===== config.mk =====
export PLATFORM = sky130hd
export DESIGN_NAME = trojan_resp_logger_flat
export DESIGN_NICKNAME = d
export VERILOG_FILES = /design/src/rtl/trojan_resp_logger_if.sv /design/src/rtl/trojan_resp_logger.sv /design/src/flat_wrapper.sv
export SDC_FILE = /design/constraint.sdc
export NUM_CORES = 1
export LEC_CHECK = 0
export BUFFER_PORTS_ARGS = -buffer_cell sky130_fd_sc_hd__buf_2
export CORE_ASPECT_RATIO = 1.75
export CORE_MARGIN = 3
export CORE_UTILIZATION = 25
export DETAILED_ROUTE_END_ITERATION = 7
export SLEW_MARGIN = 20
export SYNTH_ARGS = -nofsm -noshare
export SYNTH_HDL_FRONTEND = slang
export SYNTH_SLANG_ARGS = --single-unit

===== constraint.sdc =====
create_clock -name CK -period 2.6 [get_ports CK]
set_input_delay 0.26 -clock CK [delete_from_list [all_inputs] [get_ports CK]]
set_output_delay 0.26 -clock CK [all_outputs]
set_load 0.01 [all_outputs]

===== src/rtl/trojan_resp_logger_if.sv =====
// Reader-side handshake bundle for the response logger word FIFO.
interface trojan_resp_logger_if #(
  parameter int WORD_W = 8
);
  logic              rd_valid;
  logic              rd_ready;
  logic [WORD_W-1:0] rd_data;

  // Logger side drives the head word, the reader drives ready.
  modport master (output rd_valid, output rd_data, input rd_ready);
  modport slave  (input rd_valid, input rd_data, output rd_ready);
endinterface


===== src/rtl/trojan_resp_logger.sv =====
// Response logger: captures NUM_SAMPLES response bits, packs them LSB-first
// into WORD_W words for a valid/ready reader and folds the same bit stream
// into a 16-bit MISR signature for golden-value comparison.
module trojan_resp_logger #(
  parameter int WORD_W      = 8,
  parameter int FIFO_DEPTH  = 4,
  parameter int NUM_SAMPLES = 16
) (
  input  logic                 CK,
  input  logic                 reset,
  input  logic                 start,
  input  logic                 sample_in,
  trojan_resp_logger_if.master rd,
  output logic                 busy,
  output logic                 done,
  output logic                 overflow,
  output logic [15:0]          sig
);

  localparam int PW = $clog2(FIFO_DEPTH);
  localparam int CW = $clog2(FIFO_DEPTH + 1);
  localparam int BW = $clog2(WORD_W);
  localparam int SW = $clog2(NUM_SAMPLES + 1);

  typedef enum logic [1:0] {S_IDLE, S_CAPTURE, S_FLUSH, S_DONE} state_t;

  state_t            state_q, state_d;
  logic [15:0]       sig_q, sig_d;
  logic              ovf_q, ovf_d;
  logic [WORD_W-1:0] pack_q, pack_d;
  logic [BW-1:0]     bcnt_q, bcnt_d;
  logic [SW-1:0]     scnt_q, scnt_d;
  logic [WORD_W-1:0] word_cur, push_word;
  logic              push, start_ok, fb;

  logic [WORD_W-1:0] mem_q [FIFO_DEPTH];
  logic [PW-1:0]     wr_q, rd_q;
  logic [CW-1:0]     cnt_q;
  logic              valid, pop, full, wr_en, drop;

  // MISR feedback taps 15,13,12,10 with the incoming response bit.
  assign fb = sig_q[15] ^ sig_q[13] ^ sig_q[12] ^ sig_q[10] ^ sample_in;

  // Next-state, packing and signature update.
  always_comb begin
    state_d   = state_q;
    sig_d     = sig_q;
    pack_d    = pack_q;
    bcnt_d    = bcnt_q;
    scnt_d    = scnt_q;
    push      = 1'b0;
    push_word = pack_q;
    start_ok  = 1'b0;
    word_cur  = pack_q | (WORD_W'(sample_in) << bcnt_q);
    case (state_q)
      S_IDLE, S_DONE: begin
        if (start) begin
          start_ok = 1'b1;
          state_d  = S_CAPTURE;
          sig_d    = '0;
          pack_d   = '0;
          bcnt_d   = '0;
          scnt_d   = '0;
        end
      end
      S_CAPTURE: begin
        sig_d  = {sig_q[14:0], fb};
        scnt_d = scnt_q + SW'(1);
        // Full word leaves on the same edge its last bit arrives.
        if (bcnt_q == BW'(WORD_W - 1)) begin
          push      = 1'b1;
          push_word = word_cur;
          pack_d    = '0;
          bcnt_d    = '0;
        end else begin
          pack_d = word_cur;
          bcnt_d = bcnt_q + BW'(1);
        end
        // A partial word left behind needs one extra FLUSH cycle.
        if (scnt_q == SW'(NUM_SAMPLES - 1))
          state_d = push ? S_DONE : S_FLUSH;
      end
      S_FLUSH: begin
        push      = 1'b1;
        push_word = pack_q;   // unused upper bits are already zero
        pack_d    = '0;
        bcnt_d    = '0;
        state_d   = S_DONE;
      end
      default: state_d = S_IDLE;
    endcase
  end

  // FIFO control: a pop frees the slot a same-cycle push needs when full.
  assign valid = (cnt_q != '0);
  assign pop   = valid && rd.rd_ready;
  assign full  = (cnt_q == CW'(FIFO_DEPTH));
  assign wr_en = push && (!full || pop);
  assign drop  = push && full && !pop;

  // Sticky drop flag, cleared only when a new run is accepted.
  always_comb begin
    ovf_d = ovf_q | drop;
    if (start_ok) ovf_d = 1'b0;
  end

  // Control state registers.
  always_ff @(posedge CK) begin
    if (reset) begin
      state_q <= S_IDLE;
      sig_q   <= '0;
      ovf_q   <= 1'b0;
      pack_q  <= '0;
      bcnt_q  <= '0;
      scnt_q  <= '0;
    end else begin
      state_q <= state_d;
      sig_q   <= sig_d;
      ovf_q   <= ovf_d;
      pack_q  <= pack_d;
      bcnt_q  <= bcnt_d;
      scnt_q  <= scnt_d;
    end
  end

  // FIFO pointers and occupancy; pointers wrap naturally at FIFO_DEPTH.
  always_ff @(posedge CK) begin
    if (reset) begin
      wr_q  <= '0;
      rd_q  <= '0;
      cnt_q <= '0;
    end else begin
      if (wr_en) wr_q <= wr_q + PW'(1);
      if (pop)   rd_q <= rd_q + PW'(1);
      if (wr_en && !pop)      cnt_q <= cnt_q + CW'(1);
      else if (!wr_en && pop) cnt_q <= cnt_q - CW'(1);
    end
  end

  // FIFO storage; stale entries are never visible because the head is gated.
  always_ff @(posedge CK) begin
    if (wr_en) mem_q[wr_q] <= push_word;
  end

  assign rd.rd_valid = valid;
  assign rd.rd_data  = valid ? mem_q[rd_q] : '0;
  assign busy        = (state_q == S_CAPTURE) || (state_q == S_FLUSH);
  assign done        = (state_q == S_DONE);
  assign overflow    = ovf_q;
  assign sig         = sig_q;

endmodule


===== src/flat_wrapper.sv =====
// flat-port wrapper written by rule: the top's interface ports become plain ports
module trojan_resp_logger_flat 
#(
  parameter int WORD_W      = 8,
  parameter int FIFO_DEPTH  = 4,
  parameter int NUM_SAMPLES = 16
)
  (CK, reset, start, sample_in, busy, done, overflow, sig, rd_rd_valid, rd_rd_data, rd_rd_ready);
  trojan_resp_logger_if #(.WORD_W(WORD_W)) rd_i ();
  input  logic CK;
  input  logic reset;
  input  logic start;
  input  logic sample_in;
  output logic busy;
  output logic done;
  output logic overflow;
  output logic [15:0] sig;
  output wire logic [$bits(rd_i.rd_valid)-1:0] rd_rd_valid;
  output wire logic [$bits(rd_i.rd_data)-1:0] rd_rd_data;
  input wire logic [$bits(rd_i.rd_ready)-1:0] rd_rd_ready;
  assign rd_rd_valid = rd_i.rd_valid;
  assign rd_rd_data = rd_i.rd_data;
  assign rd_i.rd_ready = rd_rd_ready;
  trojan_resp_logger #(.WORD_W(WORD_W), .FIFO_DEPTH(FIFO_DEPTH), .NUM_SAMPLES(NUM_SAMPLES)) u_core (.CK(CK), .reset(reset), .start(start), .sample_in(sample_in), .rd(rd_i), .busy(busy), .done(done), .overflow(overflow), .sig(sig));
endmodule

Word level (Yosys, flattened, before mapping)
Memory sizes are Yosys's and may differ from the RTL's. A register that Yosys moved wholly into a read port is not among the register bits. Cells that the tools add are included.

Reductions and logical operators: 19. Shifts and indexed selects: 1. Mux-type cells: 28. Add/subtract/negate cells: 6. Bitwise gates (word level): 6. Equality and inequality tests: 8.

Operator list (number): $mux 8 (5); $pmux 16 s2 (1); $pmux 8 s3 (1); $mux 16 (1); $mux 3 (4); $pmux 5 s2 (1); $pmux 3 s3 (1); $mux 2 (4); $or 8x8->8 (1); $shl 1x3->8 (1); $mux 1 (7); $add 3x1->3 const B (2); $eq 3x3->1 const B (2); $logic_and 1x1->1 (6); $pmux 2 s3 (1); $add 5x1->5 const B (1); $eq 5x4->1 const B (1); $mux 5 (1); $add 2x1->2 const B (2); $eq 2x2->1 const B (2); $reduce_and 2->1 (2); $reduce_bool 2->1 (2); $reduce_or 2->1 (2); $xor 1x1->1 (4); 10 further kinds (13).

Input bits: 5. Bits in writable memories: 32. Register bits after elaboration: 42. Memories: 1. Logic and storage cells: 78.

Memory list: u_core.mem_q (words 4, width 8, rd ports 1, clocked after Yosys merged registers in 1, wr ports 1, RTL line trojan_resp_logger.sv:36) `logic [WORD_W-1:0] mem_q [FIFO_DEPTH];`.

Depth between registers and ports, before layout
Depth in word-level cells: 9. Mapped depth: 11. Mapped depth without buffers: 10.

Worst setup path before layout
OpenSTA, ideal clock, no wires.

Path type: register -> register. From: reg u_core.bcnt_q[0]. To: reg u_core.cnt_q[2]. Data arrival time: 2.350 ns. Slack: 0.179 ns. Clock period less this slack: 2.421 ns. Required time: 2.529 ns. Stages on the path, launching flop included: 12. Library setup time: 0.071 ns. Path buffers: 1. Cells stage by stage: dfxtp_1 > ha_1 > ha_1 > buf_4 > a21oi_1 > nor3_4 > ha_1 > inv_1 > fa_1 > xor2_1 > or3_1 > a21oi_1.

Longest elaborated chain between the ends: 8. Elaborated cells between the ends (all ways): 10. Classes of those cells: eq/ne (1); mux (4); reduce/logical (5).

Ends and longest elaborated chain: start: declaration (RTL line trojan_resp_logger.sv:31) `logic [BW-1:0] bcnt_q, bcnt_d;`; start signal: assignment (RTL line trojan_resp_logger.sv:121) `bcnt_q <= bcnt_d;`; $eq 3x3->1 (*) (RTL line trojan_resp_logger.sv:70) `if (bcnt_q == BW'(WORD_W - 1)) begin`; $mux 1 (*) (RTL line trojan_resp_logger.sv:70); $mux 1 (*) (RTL line trojan_resp_logger.sv:55) `case (state_q)`; $pmux 1 s2 (*) (RTL line trojan_resp_logger.sv:55); $logic_and 1x1->1 (*) (RTL line trojan_resp_logger.sv:98) `assign wr_en = push && (!full || pop);`; via u_core.wr_en (RTL line trojan_resp_logger.sv:39) `logic valid, pop, full, wr_en, drop;`; $logic_not 1->1 (RTL line trojan_resp_logger.sv:136) `else if (!wr_en && pop) cnt_q <= cnt_q - CW'(1);`; $logic_and 1x1->1 (RTL line trojan_resp_logger.sv:136); $reduce_bool 2->1 (no source line); end signal: assignment (RTL line trojan_resp_logger.sv:135) `if (wr_en && !pop) cnt_q <= cnt_q + CW'(1);`; end signal: assignment (RTL line trojan_resp_logger.sv:136); end: declaration (RTL line trojan_resp_logger.sv:38) `logic [CW-1:0] cnt_q;`.

Mark *: on every way through the listed nets, which the timed path passes. The rest lies on a longest branch. The select of a mux whose other input is x is not followed. A chain may end at the register's enable or synchronous reset.

Final worst setup path
From: reg u_core.bcnt_q[1]. To: reg u_core.cnt_q[2].

The elaborated chain is that of the path after synthesis.

==> flow_summary.toml <==
[clock_tree]
cts_tree = "done"
cts_setup_buffers = 0
cts_sinks = 76
clock_latency_ns = 0.33
cts.repair.resized = 0
clk_path_buf_depth = 2
postCtsHoldBufs = 0
clk_pin_slew_ns = 0.05
numCtsBuffers = 9
ctsRootBufferMaster = "clkbuf_16"
htreeDepth = 3

[layout]
diodes = 0
n_fill_cell = 1324
nNetsFinal = 321
layout-drive-gt1-share = 0.2175
multi_input_area_mm2 = 0.001256
seqCellArea_mm2 = 0.001842
area_growth_pct = 18.73

[die]
die_h_um = 156.4
core_mm2 = 0.01257
fp-row-count = 54
fp.dieW_um = 91.97
dieArea_mm2 = 0.01439
io_pins = 33
start_util = 0.2573

[synthesis]
synth_area_mm2 = 0.003233
ys_seq_elements = 76
yosysTopAreaCellShare = 0.2972
synth_edf_count = 32
yosysSeqAreaShare = 0.5697
postSynth.asyncResetShare = 0
ys_top_cells_by_area = "edfxtp_1 30%, dfxtp_1 27%, mux4_2 5.6%, nor2_1 5.0%, a22oi_1 4.6%"
synthDistinctLibCells = 40
synthFlopType = "dfxtp_1"
synth_fp_nets = 287
synthCells = 269
synth.yosys.warnings = 0
synth_top_area_cell = "edfxtp_1"
syn_area_per_cell_um2 = 12.02

[setup_path]
cpLargestDelayFamily = "adder cells"
reg2reg_to = "u_core.cnt_q[2]"
critPathLaunchType = "register"
reg2reg_from = "u_core.bcnt_q[1]"
reg2reg_depth = 10
cp_slowest_cell = "dfxtp_1"
crit_top_cell = "ha_1"
cp_max_fo = 7
crit_path_end_kind = "register"
criticalPathCategory = "reg -> reg"
cpPeakStageDelay_ns = 0.42
crit_required_ns = 2.86
r2r_setup_slack_ns = 0.22
cp_num_buf_inv = 1
arrival_ns = 2.64
crit_path_cell_trace = "ha_1 -> ha_1 -> a21oi_1 -> nor3_4 -> ha_1 -> inv_1 -> fa_1 -> xor2_1 -> or3_1 -> a21oi_1"

[sta]
finalSetupViolCount = 0
fin_crit_ns = 2.383
clock-skew-final_ns = 0.006556
rsz0062_at_grt = "false"
hold_slack_ns = 0.1801
setup_tns_ns = 0
drv_slew = 0
fmax_mhz = 419.6
final_hold_viol_count = 0
period_share = 0.9166
worst_pin_slew_ns = 0.8828
slew_headroom = 0.4114

[placement]
globalplace.congestion = 0.7612
io_buffers = 32
hpwl_um = 4599

[global_route]
antenna_found_initial = 0
grt-ovfl-total = 0
grt_pass1_vias = 2090
grt.total_usage = 0.09270
grt_pass1_wl_um = 10470
grt_start_max_net_pins = 23

[power]
p_leak_uw = 0.001520
ir_worst_vdd_mv = 0.4356
cellPowerDensity_mw_per_mm2 = 981.4

[routing]
ant_nets = 0
finalWirelength_um = 6176
vias_per_cell = 4.374
vias = 2082
first_pass_iters = 4
drtIter0Drc = 153
drc = 0
wl_per_cell_um = 12.97

[hold_path]
hold_class = "in -> reg"
worstHoldEndpoint = "u_core.overflow"
whs_path_depth = 2
hold_start = "start"

[outcome]
status = "completed"

[run]
drv_cap = 0
per-layer routing:
metal | track usage | wire length (um)
met5 | 0 | 0
met4 | 0.03189 | 65
met3 | 0.03030 | 243
met2 | 0.1712 | 3400
met1 | 0.09788 | 2467
cell usage in the layout (no fill, tap or decap), drive strengths merged, types with 2 or more instances in the layout:
cell type and count:
or3 2, dfxtp 44, nand2b 5, and2 15, edfxtp 32, a21o 4, nor3 3, clkbuf 12
clkinv 2, nand2 6, o21bai 2, nor2 43, and3 2, xnor2 2, a211oi 2, mux2i 3
buf 38, a22oi 20, xor2 5, o21ai 5, a21oi 16, ha 12, mux4 8, a41o 3
inv 10, nand3 4
worst max-delay path by stage:
stage | startpoint | end | slack, ns | cells after the start
after floorplan | u_core.bcnt_q[0] | u_core.cnt_q[2] | 0.18 | 11
after global placement | u_core.bcnt_q[1] | u_core.cnt_q[2] | 0.35 | 10
after detailed placement | u_core.bcnt_q[1] | u_core.cnt_q[2] | 0.22 | 10
after CTS | u_core.bcnt_q[1] | u_core.cnt_q[2] | 0.20 | 10
after global routing | u_core.bcnt_q[1] | u_core.cnt_q[2] | 0.04 | 10
final | u_core.bcnt_q[1] | u_core.cnt_q[2] | 0.22 | 10
cell type report:
| cell class | instances | area share |
|---|---|---|
| Sequential cell | 76 | 0.4798 |
| Multi-Input combinational cell | 168 | 0.3272 |
| Clock buffer | 12 | 0.06160 |
| Tap cell | 168 | 0.05476 |
| Timing Repair Buffer | 38 | 0.05346 |
| Clock inverter | 4 | 0.01336 |
| Inverter | 10 | 0.009778 |
state kept, by name (all words and copies together) (netlist names), named ones only:
signal,flops
u_core.pack_q,8
u_core.rd_q,2
u_core.sig,16
u_core.cnt_q,3
u_core.wr_q,2
u_core.bcnt_q,3
u_core.state_q,2
u_core.scnt_q,5
u_core.overflow,1
u_core.mem_q,32
kinds of logic after synthesis:
| kind of cell | count (synthesis) | synth area share |
|---|---|---|
| XOR/XNOR | 8 | 0.02593 |
| buffers and inverters | 25 | 0.04180 |
| multiplexers | 11 | 0.06501 |
| adder cells (fa/ha/maj) | 13 | 0.05263 |
| flip-flops | 76 | 0.5697 |
| AND/OR/NAND/NOR | 84 | 0.1370 |
| AO/OA/AOI/OAI | 52 | 0.1080 |
worst register-to-register path: stages, from the launching register on:
cell     delay, ns
dfxtp_1       0.42
ha_1          0.19
ha_1          0.17
a21oi_1       0.12
nor3_4        0.15
ha_1          0.22
inv_1         0.07
fa_1          0.37
xor2_1        0.15
or3_1         0.31
a21oi_1       0.14
through the flow:
stage / worst slack (ns) / utilization / cells / instance area (um^2) / power [uW]
5_1_grt: 0.04249 / 0.3055 / 476 / 3839 / 3993
2_1_floorplan: 0.1791 / - / 269 / 3233 / 2364
3_5_place_dp: 0.2224 / 0.2826 / 460 / 3551 / 2629
3_3_place_gp: 0.3450 / 0.2826 / 460 / 3551 / 2596
6_report: 0.2170 / 0.3055 / 476 / 3839 / 3767
4_1_cts: 0.2042 / 0.3055 / 476 / 3839 / 3826
cells in the mapped netlist, types with 3 or more instances:
cell type,n
dfxtp_1,44
nor2_1,43
edfxtp_1,32
a22oi_1,20
a21oi_1,16
and2_1,14
ha_1,12
inv_1,10
mux4_2,8
nand2_1,6
clkbuf_1,5
xor2_1,5
a21o_1,4
buf_4,4
nand2b_1,4
o21ai_0,4
a41o_1,3
buf_2,3
buf_6,3
mux2i_1,3
nand3_1,3
power breakdown:
group	total [uW]	internal [uW]	switching [uW]
Clock	1190	743	448
Combinational	1120	450	669
Sequential	1460	1350	108
Note: power is estimated with default switching activity, not from simulation.
